[config.mk]
export PLATFORM = sky130hd
export DESIGN_NAME = uart_tx13
export DESIGN_NICKNAME = d
export VERILOG_FILES = /design/src/rtl/uart_tx13.sv
export SDC_FILE = /design/constraint.sdc
export NUM_CORES = 1
export LEC_CHECK = 0
export ABC_CLOCK_PERIOD_IN_PS = 3400
export BUFFER_PORTS_ARGS = -buffer_cell sky130_fd_sc_hd__buf_2
export CORE_UTILIZATION = 45
export CTS_BUF_LIST = sky130_fd_sc_hd__clkbuf_4
export CTS_CLUSTER_SIZE = 40
export DETAILED_ROUTE_END_ITERATION = 8
export PLACE_DENSITY = 0.77
export SYNTH_ARGS = -nofsm -noshare
export SYNTH_HDL_FRONTEND = slang
export SYNTH_SLANG_ARGS = --single-unit
export TNS_END_PERCENT = 50
[constraint.sdc]
create_clock -name clk -period 3.4 [get_ports clk]
set_input_delay 1.02 -clock clk [delete_from_list [all_inputs] [get_ports clk]]
set_output_delay 1.02 -clock clk [all_outputs]
set_load 0.01 [all_outputs]
[src/rtl/uart_tx13.sv]
// uart_tx13 - serial transmitter for 13-bit SECDED codewords.
// Frame: one start bit (low), 13 data bits LSB first, STOP_BITS stop bits (high).
// The codeword is captured on accept, so the upstream encoder may change
// tx_data freely once tx_ready drops. tx is driven straight from a flop.
module uart_tx13 #(
   parameter int CLKS_PER_BIT = 434,
   parameter int STOP_BITS    = 1
) (
   input  logic        clk,
   input  logic        rst_n,
   input  logic        tx_valid,
   input  logic [12:0] tx_data,
   output logic        tx_ready,
   output logic        tx,
   output logic        tx_done
);

   localparam int                BAUD_W    = $clog2(CLKS_PER_BIT);
   localparam logic [BAUD_W-1:0] BAUD_TC   = BAUD_W'(CLKS_PER_BIT - 1);
   localparam logic [3:0]        LAST_BIT  = 4'd12;
   localparam logic              STOP_LAST = 1'(STOP_BITS - 1);

   typedef enum logic [1:0] {
      IDLE  = 2'd0,
      START = 2'd1,
      DATA  = 2'd2,
      STOP  = 2'd3
   } state_e;

   state_e            state_q, state_d;
   logic [BAUD_W-1:0] baud_q, baud_d;
   logic [3:0]        bit_q, bit_d;
   logic              stop_q, stop_d;
   logic [12:0]       shift_q, shift_d;
   logic              tx_q, tx_d;
   logic              done_q, done_d;
   logic              baud_tc;

   assign baud_tc  = (baud_q == BAUD_TC);
   assign tx_ready = (state_q == IDLE);
   assign tx       = tx_q;
   assign tx_done  = done_q;

   // Next-state logic: bit-period timing, data shifting and line level.
   // The line level is computed from the next state so the registered tx
   // changes on the same edge as the state.
   always_comb begin
      state_d = state_q;
      baud_d  = baud_q;
      bit_d   = bit_q;
      stop_d  = stop_q;
      shift_d = shift_q;
      done_d  = 1'b0;
      tx_d    = 1'b1;

      case (state_q)
         IDLE: begin
            baud_d = '0;
            bit_d  = '0;
            stop_d = 1'b0;
            if (tx_valid) begin
               state_d = START;
               shift_d = tx_data;
            end
         end
         START: begin
            if (baud_tc) begin
               baud_d  = '0;
               state_d = DATA;
            end else begin
               baud_d = baud_q + 1'b1;
            end
         end
         DATA: begin
            if (baud_tc) begin
               baud_d  = '0;
               // every completed bit period moves the next bit into position 0
               shift_d = shift_q >> 1;
               if (bit_q == LAST_BIT) begin
                  state_d = STOP;
                  bit_d   = '0;
               end else begin
                  bit_d = bit_q + 4'd1;
               end
            end else begin
               baud_d = baud_q + 1'b1;
            end
         end
         STOP: begin
            if (baud_tc) begin
               baud_d = '0;
               if (stop_q == STOP_LAST) begin
                  state_d = IDLE;
                  stop_d  = 1'b0;
                  done_d  = 1'b1;
               end else begin
                  stop_d = stop_q + 1'b1;
               end
            end else begin
               baud_d = baud_q + 1'b1;
            end
         end
         default: begin
            state_d = IDLE;
            baud_d  = '0;
            bit_d   = '0;
            stop_d  = 1'b0;
         end
      endcase

      case (state_d)
         START:   tx_d = 1'b0;
         DATA:    tx_d = shift_d[0];
         default: tx_d = 1'b1;
      endcase
   end

   // State and datapath registers; reset aborts any frame and idles the line high.
   always_ff @(posedge clk or negedge rst_n) begin
      if (!rst_n) begin
         state_q <= IDLE;
         baud_q  <= '0;
         bit_q   <= '0;
         stop_q  <= 1'b0;
         shift_q <= '0;
         tx_q    <= 1'b1;
         done_q  <= 1'b0;
      end else begin
         state_q <= state_d;
         baud_q  <= baud_d;
         bit_q   <= bit_d;
         stop_q  <= stop_d;
         shift_q <= shift_d;
         tx_q    <= tx_d;
         done_q  <= done_d;
      end
   end

endmodule

[Word level (Yosys, flattened, before mapping)]
Index checks and enable logic that the tools add are counted.
Operators by class
  add/sub/neg operators: 3
  equal/unequal tests: 10
  reduce and logical (&&, ||, !) cells: 7
  muxes and demuxes: 22
Operator list (count)
  $mux W13: 2
  $pmux W13 S2: 1
  $pmux W9 S2: 1
  $mux W2: 6
  $add A9 B1 Y9 const B: 1
  $eq A9 B9 Y1 const B: 1
  $mux W9: 1
  $mux W4: 2
  $pmux W2 S4: 1
  $pmux W4 S2: 1
  $eq A2 B2 Y1 const B: 3
  $ne A2 B2 Y1 const B: 3
  $mux W1: 5
  $add A4 B1 Y4 const B: 1
  $eq A2 B1 Y1 const B: 2
  $eq A4 B4 Y1 const B: 1
  $pmux W1 S2: 2
  $reduce_and A2 Y1: 2
  $reduce_bool A2 Y1: 2
  $reduce_and A3 Y1: 1
  $reduce_or A3 Y1: 1
  $logic_not A2 Y1: 1
  $add A1 B1 Y1 const B: 1
Storage, ports and cells
  logic and storage cells: 50
  flip-flop bits (word level): 31
  output and inout port bits: 3
  bits of input ports: 16

[Depth between registers and ports, before layout]
Gate-level depths: netlist of the first run.
  word-level depth: 6
  gate-level depth with buffers: 8
  gate-level depth less buffers: 6

[Worst setup path after synthesis of the first run]
OpenSTA, ideal clock, no wires.
  path kind: input to register
  from: input tx_valid
  to: register tx_q (netlist: tx)
  library setup time: 0.079 ns
  slack: 1.415 ns
  arrival time: 1.907 ns
  stages on the path: 4
  data required time: 3.321 ns
  path buffers: 0
  cells stage by stage: nor3b_2 a31oi_1 a221o_1 o211a_1
On the way
  elaborated cells on any way between the ends: 7
  those cells by class: eq/ne: 2; mux: 5
RTL lines
  start, declared: line 11  | input logic tx_valid,
  $mux W13: line 61  | if (tx_valid) begin
  $pmux W13 S2: line 56  | case (state_q)
  named net shift_d[0]: line 34  | logic [12:0] shift_q, shift_d;
  $pmux W1 S2: line 111  | case (state_d)
  named net tx_d: line 35  | logic tx_q, tx_d;
  end signal, assigned: line 134  | tx_q <= tx_d;
  end, declared: line 35
The timed path passes the listed nets, and every way through them passes these cells. The select of a mux whose other input is x is not followed.
A chain may end at the register's enable or synchronous reset.

[Worst setup path in the final report of the first run]
  from: register state_q[0]
  to: output tx_ready
On the way
  word-level cells in the longest chain between the ends: 1
RTL lines
  start, declared: line 30  | state_e state_q, state_d;
  start signal, assigned: line 129  | state_q <= state_d;
  $logic_not A2 Y1: line 40  | assign tx_ready = (state_q == IDLE);
  end, declared: line 13  | output logic tx_ready,
Every way passes these cells.

==> results of run 1 <==
[metrics by stage]
stage          setup slack (ns)  cell area, um2  total power, mW  cells  hold slack, ns
2_1_floorplan              1.41            1470            0.581    146           0.446
3_3_place_gp               1.09            1600            0.626    204           0.461
3_5_place_dp               1.02            1600            0.640    204           0.462
4_1_cts                    1.03            1660            0.863    212           0.491
5_1_grt                   0.952            1660            0.907    212           0.506
6_report                   1.01            1660            0.852    212           0.489
[layout by cell type, fill, tap and decap left out, types with 2 or more instances in the layout]
cell and n:
sky130_fd_sc_hd__nand2_1 29, sky130_fd_sc_hd__dfrtp_1 29, sky130_fd_sc_hd__buf_2 18, sky130_fd_sc_hd__nor2_1 14, sky130_fd_sc_hd__a22oi_1 11, sky130_fd_sc_hd__clkbuf_4 8, sky130_fd_sc_hd__a22o_1 7, sky130_fd_sc_hd__xnor2_1 6
sky130_fd_sc_hd__inv_1 5, sky130_fd_sc_hd__and3_1 5, sky130_fd_sc_hd__nand3_1 4, sky130_fd_sc_hd__ha_1 4, sky130_fd_sc_hd__nor2b_1 3, sky130_fd_sc_hd__a221o_1 2, sky130_fd_sc_hd__nand4_1 2, sky130_fd_sc_hd__xor2_1 2
sky130_fd_sc_hd__a31oi_1 2, sky130_fd_sc_hd__buf_4 2
[worst paths after layout]
path | to | slack (ns) | cells past startpoint
hold / removal | shift_q[10] | 0.49 | 2
hold reg to reg | shift_q[10] | 0.49 | 2
min in group asynchronous | baud_q[0] | 0.71 | 1
setup / recovery | tx_ready | 1.01 | 2
setup reg to reg | tx | 1.37 | 5
max in group asynchronous | bit_q[1] | 2.26 | 1
[critical path, stage by stage (launching register included)]
cell and delay [ns]:
sky130_fd_sc_hd__dfrtp_1 0.54, sky130_fd_sc_hd__nor2_1 0.32, sky130_fd_sc_hd__buf_2 0.19
[registers in the layout (all words and copies together) (netlist names)]
register  flops
baud_q        9
bit_q         4
shift_q      13
state_q       2
tx            1
tx_done       1
[logic make-up after synthesis]
family | Yosys count
AO/OA/AOI/OAI | 29
XOR/XNOR | 8
adder cells (fa/ha/maj) | 4
buffers and inverters | 11
flip-flops | 30
AND/OR/NAND/NOR | 64
[layout make-up]
class                   count  share of cell area, %
clock buffers               8                   3.62
repair buffers             20                   6.33
multi-input cells         105                   40.3
flip-flops and latches     30                   45.3
well taps                  44                   3.32
inverters                   5                   1.13
[power by group]
group	switching (mW)	total (mW)	internal, mW	leakage [nW]
logic	0.0737	0.138	0.0643	0.375
registers	0.0684	0.495	0.426	0.386
clock network	0.113	0.219	0.106	0.0368
total	0.255	0.852	0.597	0.799
[routing by layer]
| metal | routed length, um | track usage (%) |
|---|---|---|
| met5 | 0 | 0 |
| met4 | 37 | 7.14 |
| met3 | 87 | 5.24 |
| met2 | 1310 | 28.1 |
| met1 | 1360 | 24.4 |
==> flow_metrics.py, run 1 <==
metrics = {
    "status": {
        "status": "completed",
    },
    "floorplanning": {
        "starting_density_of_the_core_pct": 47.6,
        "floorplan.die.height_um": 59.1,
        "fp.dieArea_um2": 3490,
        "io_pins": 19,
        "core_ar_um2": 3080,
        "row_count": 20,
        "die_width_um": 59.1,
    },
    "synth": {
        "synth_common_cells": "sky130_fd_sc_hd__dfrtp_1 (29), sky130_fd_sc_hd__nand2_1 (29), sky130_fd_sc_hd__nor2_1 (14)",
        "ys.flop_type": "sky130_fd_sc_hd__dfrtp_1",
        "synth_simple_gate_area_share_pct": 22.1,
        "synth_top_area_share_pct": 49.5,
        "synth_mux_area_share_pct": 0,
        "synth-xor-area-share_pct": 4.78,
        "avgSynthCellArea_um2": 10.0,
        "proportion_of_synthesized_chip_area_in_sequential_cells_pct": 51.3,
        "synth_adder_area_share_pct": 3.41,
        "ys_async_sr_fraction_pct": 100,
        "synth.area.top_cells": "sky130_fd_sc_hd__dfrtp_1 (49%), sky130_fd_sc_hd__nand2_1 (7.4%), sky130_fd_sc_hd__a22oi_1 (5.6%), sky130_fd_sc_hd__a22o_1 (4.2%), sky130_fd_sc_hd__nor2_1 (3.6%)",
        "yosysUniqueCellTypes": 32,
        "ys_seq_elements": 30,
        "yosysWarnings": 0,
        "netlist_area_um2": 1470,
        "synth_compound_area_share_pct": 15.4,
        "synth_edf_count": 0,
        "synth_largest_area_cell": "sky130_fd_sc_hd__dfrtp_1",
        "postSynthNetCount": 166,
        "syn_inst": 146,
        "synth_top_family_by_area": "simple AND/OR/NAND/NOR gates",
    },
    "timing": {
        "totalNegativeSetupSlack_ns": 0,
        "fmax_ghz": 0.419,
        "unrepaired_setup_endpoints_after_global_routing": "false",
        "report.final.hold_viol_count": 0,
        "fraction_of_the_cycle_the_final_worst_path_needs_pct": 70.3,
        "report.final.slew_viol_count": 0,
        "worstMarginPinSlew_ns": 0.646,
        "setup-violations-final": 0,
        "final_period_minus_worst_setup_slack_ns": 2.39,
        "max_clock_skew_ns": 0.00431,
        "slew-limit-headroom_pct": 56.9,
    },
    "drt": {
        "routed_wire_length_per_instance_um": 13.2,
        "iteration_0_drc_markers": 51,
        "route.antenna.remaining_nets": 0,
        "routed-via-count": 1122,
        "post-route-drc-count": 0,
        "firstDrtPassIters": 4,
        "finalWirelength_um": 2800,
        "detailed_route_vias_per_instance": 5.29,
    },
    "layout": {
        "multi_input_logic_area_um2": 669,
        "area_growth_pct": 13.2,
        "drive_gt1_share_pct": 19.6,
        "final_core_utilization_pct": 53.9,
        "ff_latch_area_um2": 752,
        "design.final.nets": 187,
        "fillerInstances": 273,
        "antenna-diode-count": 0,
    },
    "place": {
        "gp_routability_congestion": 0.801,
        "portbufs": 18,
        "hpwl_um": 1990,
    },
    "critical_path": {
        "crit_fanout": 14,
        "worstPathArrival_ns": 1.37,
        "worst-setup-path-type": "reg2out",
        "worstPathRequired_ns": 2.38,
        "critical_path_origin": "state_q[0]",
        "startpoint_type": "flip-flop",
        "r2r-start": "baud_q[0]",
        "timing.critical_path.to_type": "output pin",
    },
    "clock_tree": {
        "cts_num_sinks": 30,
        "tritoncts": "done",
        "postCtsResizedCells": 0,
        "clock_edge_transition_at_the_registers_on_the_reported_setup_and_hold_paths_ns": 0.09,
        "cts_post_setup_buffers_inserted": 0,
        "worst_skew_pair.late_latency_ns": 0.32,
        "clock-root-buffer": "sky130_fd_sc_hd__clkbuf_4",
        "holdBufCountCts": 0,
        "cts_buffer_count": 5,
        "cts-root-to-sink-buffers": 2,
        "cts.htree.levels": 2,
    },
    "global_routing": {
        "grt_first_pass_wirelength_um": 4710,
        "grt.total_usage_pct": 18.3,
        "maximum_number_of_pins_on_one_net_before_global_route_repair": 31,
        "first_global_vias": 1069,
        "antenna_found_initial": 0,
        "gr-total-overflow": 0,
    },
    "worst_hold_path": {
        "hold_path_startpoint": "shift_q[10]",
        "min-delay-path-class": "reg2reg",
    },
    "power_and_ir_drop": {
        "vdd_ir_drop_max_v": 0.000350,
        "power.leakage_nw": 0.799,
        "p_per_area_nw_per_um2": 513,
    },
    "flow_run": {
        "max_cap_violations": 0,
    },
}
No activity file was read; power rests on OpenSTA's default activity.
==> run 2, diff against run 1 <==
ABC_AREA = 1   (was not set)
ABC_CLOCK_PERIOD_IN_PS = 1950   (was 3400)
PLACE_DENSITY = 0.79   (was 0.77)
clock period = 1.95 ns   (was 3.4 ns; I/O delays follow)
==> run 2 against run 1 <==
Synthesized cell count grew 25%. Count of clock-buffer cells in the layout decreased by 3. Global-route usage shrank 0.69 points. First-iteration DRC count shrank 35%. Total power rose by 34%. Routed wire length up 7.8%. Combinational power fell by 81%. Clock skew up 0.0081 ns. Critical path type unchanged. Critical endpoint unchanged. Largest power group unchanged. Highest routed layer unchanged.
==> flow_metrics.py, run 2 <==
metrics = {
    "layout": {
        "largestRegisters": "shift_q: 13 flops, baud_q: 9 flops, bit_q: 4 flops",
        "most-common-layout-cells": "sky130_fd_sc_hd__nand2_1 (34), sky130_fd_sc_hd__dfrtp_1 (29), sky130_fd_sc_hd__inv_1 (20)",
        "area_growth_pct": 12.5,
        "antenna-diode-count": 0,
        "drive_gt1_share_pct": 34.0,
        "design.final.nets": 225,
        "layout_commonest_cell": "sky130_fd_sc_hd__nand2_1",
        "largest_register_ffs": 13,
        "most_flop_heavy_register": "shift_q",
    },
    "drt": {
        "routed_wire_length_per_instance_um": 12.0,
        "firstDrtPassIters": 4,
        "finalWirelength_um": 3020,
        "routed-via-count": 1221,
        "route.antenna.remaining_nets": 0,
        "post-route-drc-count": 0,
        "detailed_route_vias_per_instance": 4.85,
        "iteration_0_drc_markers": 33,
    },
    "global_routing": {
        "antenna_found_initial": 0,
        "grt_first_pass_wirelength_um": 5240,
        "first_global_vias": 1177,
        "gr-total-overflow": 0,
        "maximum_number_of_pins_on_one_net_before_global_route_repair": 31,
        "grt.total_usage_pct": 17.6,
    },
    "synth": {
        "proportion_of_synthesized_chip_area_in_sequential_cells_pct": 45.4,
        "synth_common_cells": "sky130_fd_sc_hd__nand2_1 (34), sky130_fd_sc_hd__dfrtp_1 (29), sky130_fd_sc_hd__inv_1 (20)",
        "synth_top_area_share_pct": 43.8,
        "synth_most_common_cell": "sky130_fd_sc_hd__nand2_1",
        "yosysUniqueCellTypes": 31,
        "synth_edf_count": 0,
        "synth.area.top_cells": "sky130_fd_sc_hd__dfrtp_1 (44%), sky130_fd_sc_hd__nand2_1 (7.7%), sky130_fd_sc_hd__nand2_2 (4.9%), sky130_fd_sc_hd__nand3_1 (4.8%), sky130_fd_sc_hd__inv_1 (4.5%)",
        "avgSynthCellArea_um2": 9.10,
        "netlist_area_um2": 1660,
        "yosysWarnings": 0,
        "ys_async_sr_fraction_pct": 100,
        "ys_seq_elements": 30,
        "ys.flop_type": "sky130_fd_sc_hd__dfrtp_1",
        "synth_largest_area_cell": "sky130_fd_sc_hd__dfrtp_1",
        "postSynthNetCount": 202,
        "syn_inst": 182,
    },
    "timing": {
        "fraction_of_the_cycle_the_final_worst_path_needs_pct": 91.4,
        "worstMarginPinSlew_ns": 0.664,
        "unrepaired_setup_endpoints_after_global_routing": "false",
        "report.final.slew_viol_count": 0,
        "slew-limit-headroom_pct": 55.8,
        "fmax_ghz": 0.561,
        "report.final.hold_viol_count": 0,
        "totalNegativeSetupSlack_ns": 0,
        "max_clock_skew_ns": 0.0124,
        "final_period_minus_worst_setup_slack_ns": 1.78,
        "layout_setup_ws_ns": 0.168,
        "setup-violations-final": 0,
    },
    "clock_tree": {
        "tritoncts": "done",
        "postCtsResizedCells": 0,
        "cts_buffer_count": 5,
        "clock-root-buffer": "sky130_fd_sc_hd__clkbuf_4",
        "cts_num_sinks": 30,
        "clock_edge_transition_at_the_registers_on_the_reported_setup_and_hold_paths_ns": 0.10,
        "cts.htree.levels": 2,
        "holdBufCountCts": 0,
        "cts-root-to-sink-buffers": 2,
        "worst_skew_pair.late_latency_ns": 0.34,
        "cts_post_setup_buffers_inserted": 0,
    },
    "place": {
        "placement.setup.worst_slack_ns": 0.481,
        "gp_routability_congestion": 0.757,
        "portbufs": 18,
        "hpwl_um": 2190,
    },
    "critical_path": {
        "critical_path_origin": "state_q[0]",
        "timing.critical_path.to_type": "output pin",
        "worstReg2RegEnd": "tx",
        "startpoint_type": "flip-flop",
        "ff2ff_path_depth": 9,
        "worst-setup-path-type": "reg2out",
        "r2r-start": "bit_q[0]",
        "regToRegSetupSlack_ns": 0.46,
        "worstPathArrival_ns": 1.20,
        "worstPathRequired_ns": 1.36,
        "crit_fanout": 4,
    },
    "power_and_ir_drop": {
        "clock_power_share_pct": 43.2,
        "p_per_area_nw_per_um2": 613,
        "pwr-share-comb_pct": 2.3,
        "power.leakage_nw": 0.905,
        "vdd_ir_drop_max_v": 0.000466,
        "internal_power_uw": 897,
        "sequentialPowerShare_pct": 54.5,
        "netSwitchingPower_uw": 244,
        "power.share.switching_pct": 21.4,
    },
    "worst_hold_path": {
        "min-delay-path-class": "in2async",
    },
    "flow_run": {
        "max_cap_violations": 0,
    },
    "floorplanning": {
        "io_pins": 19,
        "core_ar_um2": 3440,
        "die_width_um": 62.7,
        "starting_density_of_the_core_pct": 48.1,
        "row_count": 21,
        "floorplan.die.height_um": 62.7,
        "fp.dieArea_um2": 3930,
    },
    "status": {
        "status": "completed",
    },
}
run 2: final cells by class:
type	instances	area, um2
fill	319	1580
multi-input combinational	123	777
sequential	30	752
inverter	27	108
timing repair buffer	18	90.1
tap	46	57.6
clock inverter	3	40.0
clock buffer	5	37.5
run 2: power by group through the flow:
| stage | clock [mW] | sequential (mW) | combinational [mW] |
|---|---|---|---|
| global route | 0.534 | 0.622 | 0.0309 |
| detailed placement | 0 | 0.634 | 0.0278 |
| floorplan | 0 | 0.634 | 0.00000149 |
| global placement | 0 | 0.634 | 0.0272 |
| CTS | 0.504 | 0.622 | 0.0278 |
| finish | 0.493 | 0.622 | 0.0266 |
run 2: cell families (layout without fill, tap and decap cells):
kind of cell | Yosys count | count (layout) | synth area share [%]
buffers and inverters | 29 | 53 | 7.63
AO/OA/AOI/OAI | 18 | 18 | 10.1
XOR/XNOR | 4 | 4 | 2.12
AND/OR/NAND/NOR | 97 | 97 | 31.7
flip-flops | 30 | 30 | 45.4
adder cells (fa/ha/maj) | 4 | 4 | 3.02
run 2: layer usage:
metal	GRT usage [%]	share of wire, %	vias up
met2	25.7	47	15
met4	8.72	0.83	0
li1	-	-	626
met5	0	0	-
met3	6.02	3.3	3
met1	23.2	49	577
run 2: worst max path at each step:
stage               slack [ns]    endpoint
finish                    0.17    tx_ready
global route              0.08    tx_ready
CTS                       0.15    tx_ready
detailed placement        0.48  shift_q[5]
global placement          0.50          tx
floorplan                 0.62  shift_q[3]
run 2: stage by stage:
stage               util [%]  instance area, um2  std cells  power [mW]  hold WS (ns)
global placement        51.8                1780        244       0.661         0.482
detailed placement      51.8                1780        244       0.662         0.477
floorplan                  -                1660        182       0.634         0.289
global route            54.1                1860        252        1.19         0.303
CTS                     54.1                1860        252        1.15         0.276
finish                  54.1                1860        252        1.14         0.268
run 2: worst max-delay path, stage by stage (launching register included):
cell and delay, ns:
sky130_fd_sc_hd__dfrtp_1 0.44, sky130_fd_sc_hd__nor2_2 0.24, sky130_fd_sc_hd__buf_2 0.18
==> run 3, diff against run 2 <==
CORE_ASPECT_RATIO = 1.4   (was not set)
==> run 3 against run 2 <==
Non-clock buffer count unchanged. Die area about the same. Critical endpoint unchanged. Worst setup slack better by 0.012 ns. Clock power down 27%. Routed wire length down 1.5%. Flip-flop and latch count unchanged. Critical path depth unchanged. Final cell count down 2.4%. Largest cell class unchanged. Global-route usage up 0.43 points. Sequential share of layout area up 0.69 points.
==> flow_metrics.py, run 3 (synthesis gave the netlist of run 2 again) <==
metrics = {
    "status": {
        "status": "completed",
    },
    "place": {
        "placement.setup.worst_slack_ns": 0.508,
        "portbufs": 18,
        "gp_routability_congestion": 0.761,
        "hpwl_um": 2210,
    },
    "critical_path": {
        "worstReg2RegEnd": "bit_q[3]",
        "ff2ff_path_depth": 9,
        "startpoint_type": "flip-flop",
        "path_cells": "nor2_2, buf_2",
        "timing.critical_path.to_type": "output pin",
        "setup.worst_path.end": "tx_ready",
        "critical_path_origin": "state_q[0]",
        "largest_incremental_delay_on_the_critical_path_ns": 0.44,
        "regToRegSetupSlack_ns": 0.51,
        "critPathSlowestCell": "sky130_fd_sc_hd__dfrtp_1",
        "worst-setup-path-type": "reg2out",
        "worstPathRequired_ns": 1.36,
        "r2r-start": "baud_q[0]",
        "worstPathArrival_ns": 1.18,
        "crit_fanout": 4,
    },
    "timing": {
        "report.final.hold_viol_count": 0,
        "layout_setup_ws_ns": 0.180,
        "max_clock_skew_ns": 0.0161,
        "fraction_of_the_cycle_the_final_worst_path_needs_pct": 90.7,
        "slew-limit-headroom_pct": 55.9,
        "worstMarginPinSlew_ns": 0.661,
        "report.final.slew_viol_count": 0,
        "fmax_ghz": 0.565,
        "totalNegativeSetupSlack_ns": 0,
        "final_period_minus_worst_setup_slack_ns": 1.77,
        "unrepaired_setup_endpoints_after_global_routing": "false",
        "setup-violations-final": 0,
        "worst_hold_slack_ns": 0.269,
    },
    "worst_hold_path": {
        "min-delay-path-class": "in2async",
    },
    "flow_run": {
        "max_cap_violations": 0,
    },
    "global_routing": {
        "grt_first_pass_wirelength_um": 5060,
        "use_met3_pct": 5.59,
        "top_usage_layer": "met2",
        "first_global_vias": 1202,
        "gr-total-overflow": 0,
        "antenna_found_initial": 0,
        "grt.total_usage_pct": 18.1,
        "use_met1_pct": 20.1,
        "maximum_number_of_pins_on_one_net_before_global_route_repair": 31,
        "met2_usage_pct": 30.3,
    },
    "clock_tree": {
        "postCtsResizedCells": 0,
        "cts_buffer_count": 5,
        "tritoncts": "done",
        "clock_edge_transition_at_the_registers_on_the_reported_setup_and_hold_paths_ns": 0.10,
        "holdBufCountCts": 0,
        "cts_num_sinks": 30,
        "cts_post_setup_buffers_inserted": 0,
        "cts.htree.levels": 2,
        "clock-root-buffer": "sky130_fd_sc_hd__clkbuf_4",
        "worst_skew_pair.late_latency_ns": 0.33,
        "cts-root-to-sink-buffers": 2,
    },
    "floorplanning": {
        "core_ar_um2": 3440,
        "row_count": 25,
        "die_width_um": 53.3,
        "floorplan.die.height_um": 73.8,
        "io_pins": 19,
        "fp.dieArea_um2": 3930,
        "starting_density_of_the_core_pct": 48.1,
    },
    "power_and_ir_drop": {
        "p_per_area_nw_per_um2": 552,
        "netSwitchingPower_uw": 229,
        "internal_power_uw": 781,
        "clock_power_share_pct": 35.9,
        "power.leakage_nw": 0.893,
        "total_power_mw": 1.01,
        "power.share.switching_pct": 22.7,
        "pwr-share-comb_pct": 2.6,
        "vdd_ir_drop_max_v": 0.000435,
        "sequentialPowerShare_pct": 61.6,
    },
    "drt": {
        "post-route-drc-count": 0,
        "iteration_0_drc_markers": 19,
        "route.antenna.remaining_nets": 0,
        "routed_wire_length_per_instance_um": 12.1,
        "detailed_route_vias_per_instance": 5.02,
        "routed-via-count": 1235,
        "firstDrtPassIters": 4,
        "finalWirelength_um": 2970,
    },
    "layout": {
        "largestRegisters": "shift_q: 13 flops, baud_q: 9 flops, bit_q: 4 flops",
        "largest_register_ffs": 13,
        "design.final.nets": 225,
        "multi_input_logic_area_um2": 777,
        "ff_latch_area_um2": 752,
        "drive_gt1_share_pct": 33.5,
        "most-common-layout-cells": "sky130_fd_sc_hd__nand2_1 (34), sky130_fd_sc_hd__dfrtp_1 (29), sky130_fd_sc_hd__inv_1 (20)",
        "area_growth_pct": 10.6,
        "fillerInstances": 322,
        "most_flop_heavy_register": "shift_q",
        "antenna-diode-count": 0,
        "layout_commonest_cell": "sky130_fd_sc_hd__nand2_1",
    },
}
-- run 3: worst max-delay path: cells and delay by family, from the launching register on --
kind,cells,cell delay [ns]
simple gates,1,0.25
flops,1,0.44
buf+inv,1,0.18
-- run 3: worst min path at each step --
stage / endpoint / slack [ns]
after detailed placement: shift_q[1] / 0.48
after global placement: shift_q[7] / 0.49
final: shift_q[6] / 0.27
after global routing: shift_q[6] / 0.31
after CTS: shift_q[6] / 0.30
after floorplan: baud_q[0] / 0.29
-- run 3: final cells by class --
| class | instances | share of cell area [%] |
|---|---|---|
| Timing Repair Buffer | 18 | 4.92 |
| Tap cell | 40 | 2.73 |
| Clock inverter | 2 | 0.478 |
| Inverter | 27 | 5.88 |
| Clock buffer | 6 | 2.46 |
| Sequential cell | 30 | 41.1 |
| Multi-Input combinational cell | 123 | 42.4 |
-- run 3: metal layers --
metal | routed length [um] | vias up
met3 | 105 | 6
li1 | - | 629
met4 | 62 | 0
met1 | 1280 | 581
met2 | 1520 | 19
met5 | 0 | -
-- run 3: power by group through the flow --
stage	combinational [mW]	sequential (mW)	clock, mW
4_1_cts	0.0277	0.622	0.368
5_1_grt	0.0303	0.622	0.399
6_report	0.0262	0.622	0.362
3_5_place_dp	0.0276	0.634	0
2_1_floorplan	0.00000149	0.634	0
3_3_place_gp	0.0274	0.634	0
-- run 3: stage by stage --
| step | utilization (%) | cells | cell area, um2 |
|---|---|---|---|
| 3_3_place_gp | 51.6 | 238 | 1780 |
| 5_1_grt | 53.2 | 246 | 1830 |
| 4_1_cts | 53.2 | 246 | 1830 |
| 3_5_place_dp | 51.6 | 238 | 1780 |
| 6_report | 53.2 | 246 | 1830 |
| 2_1_floorplan | - | 182 | 1660 |
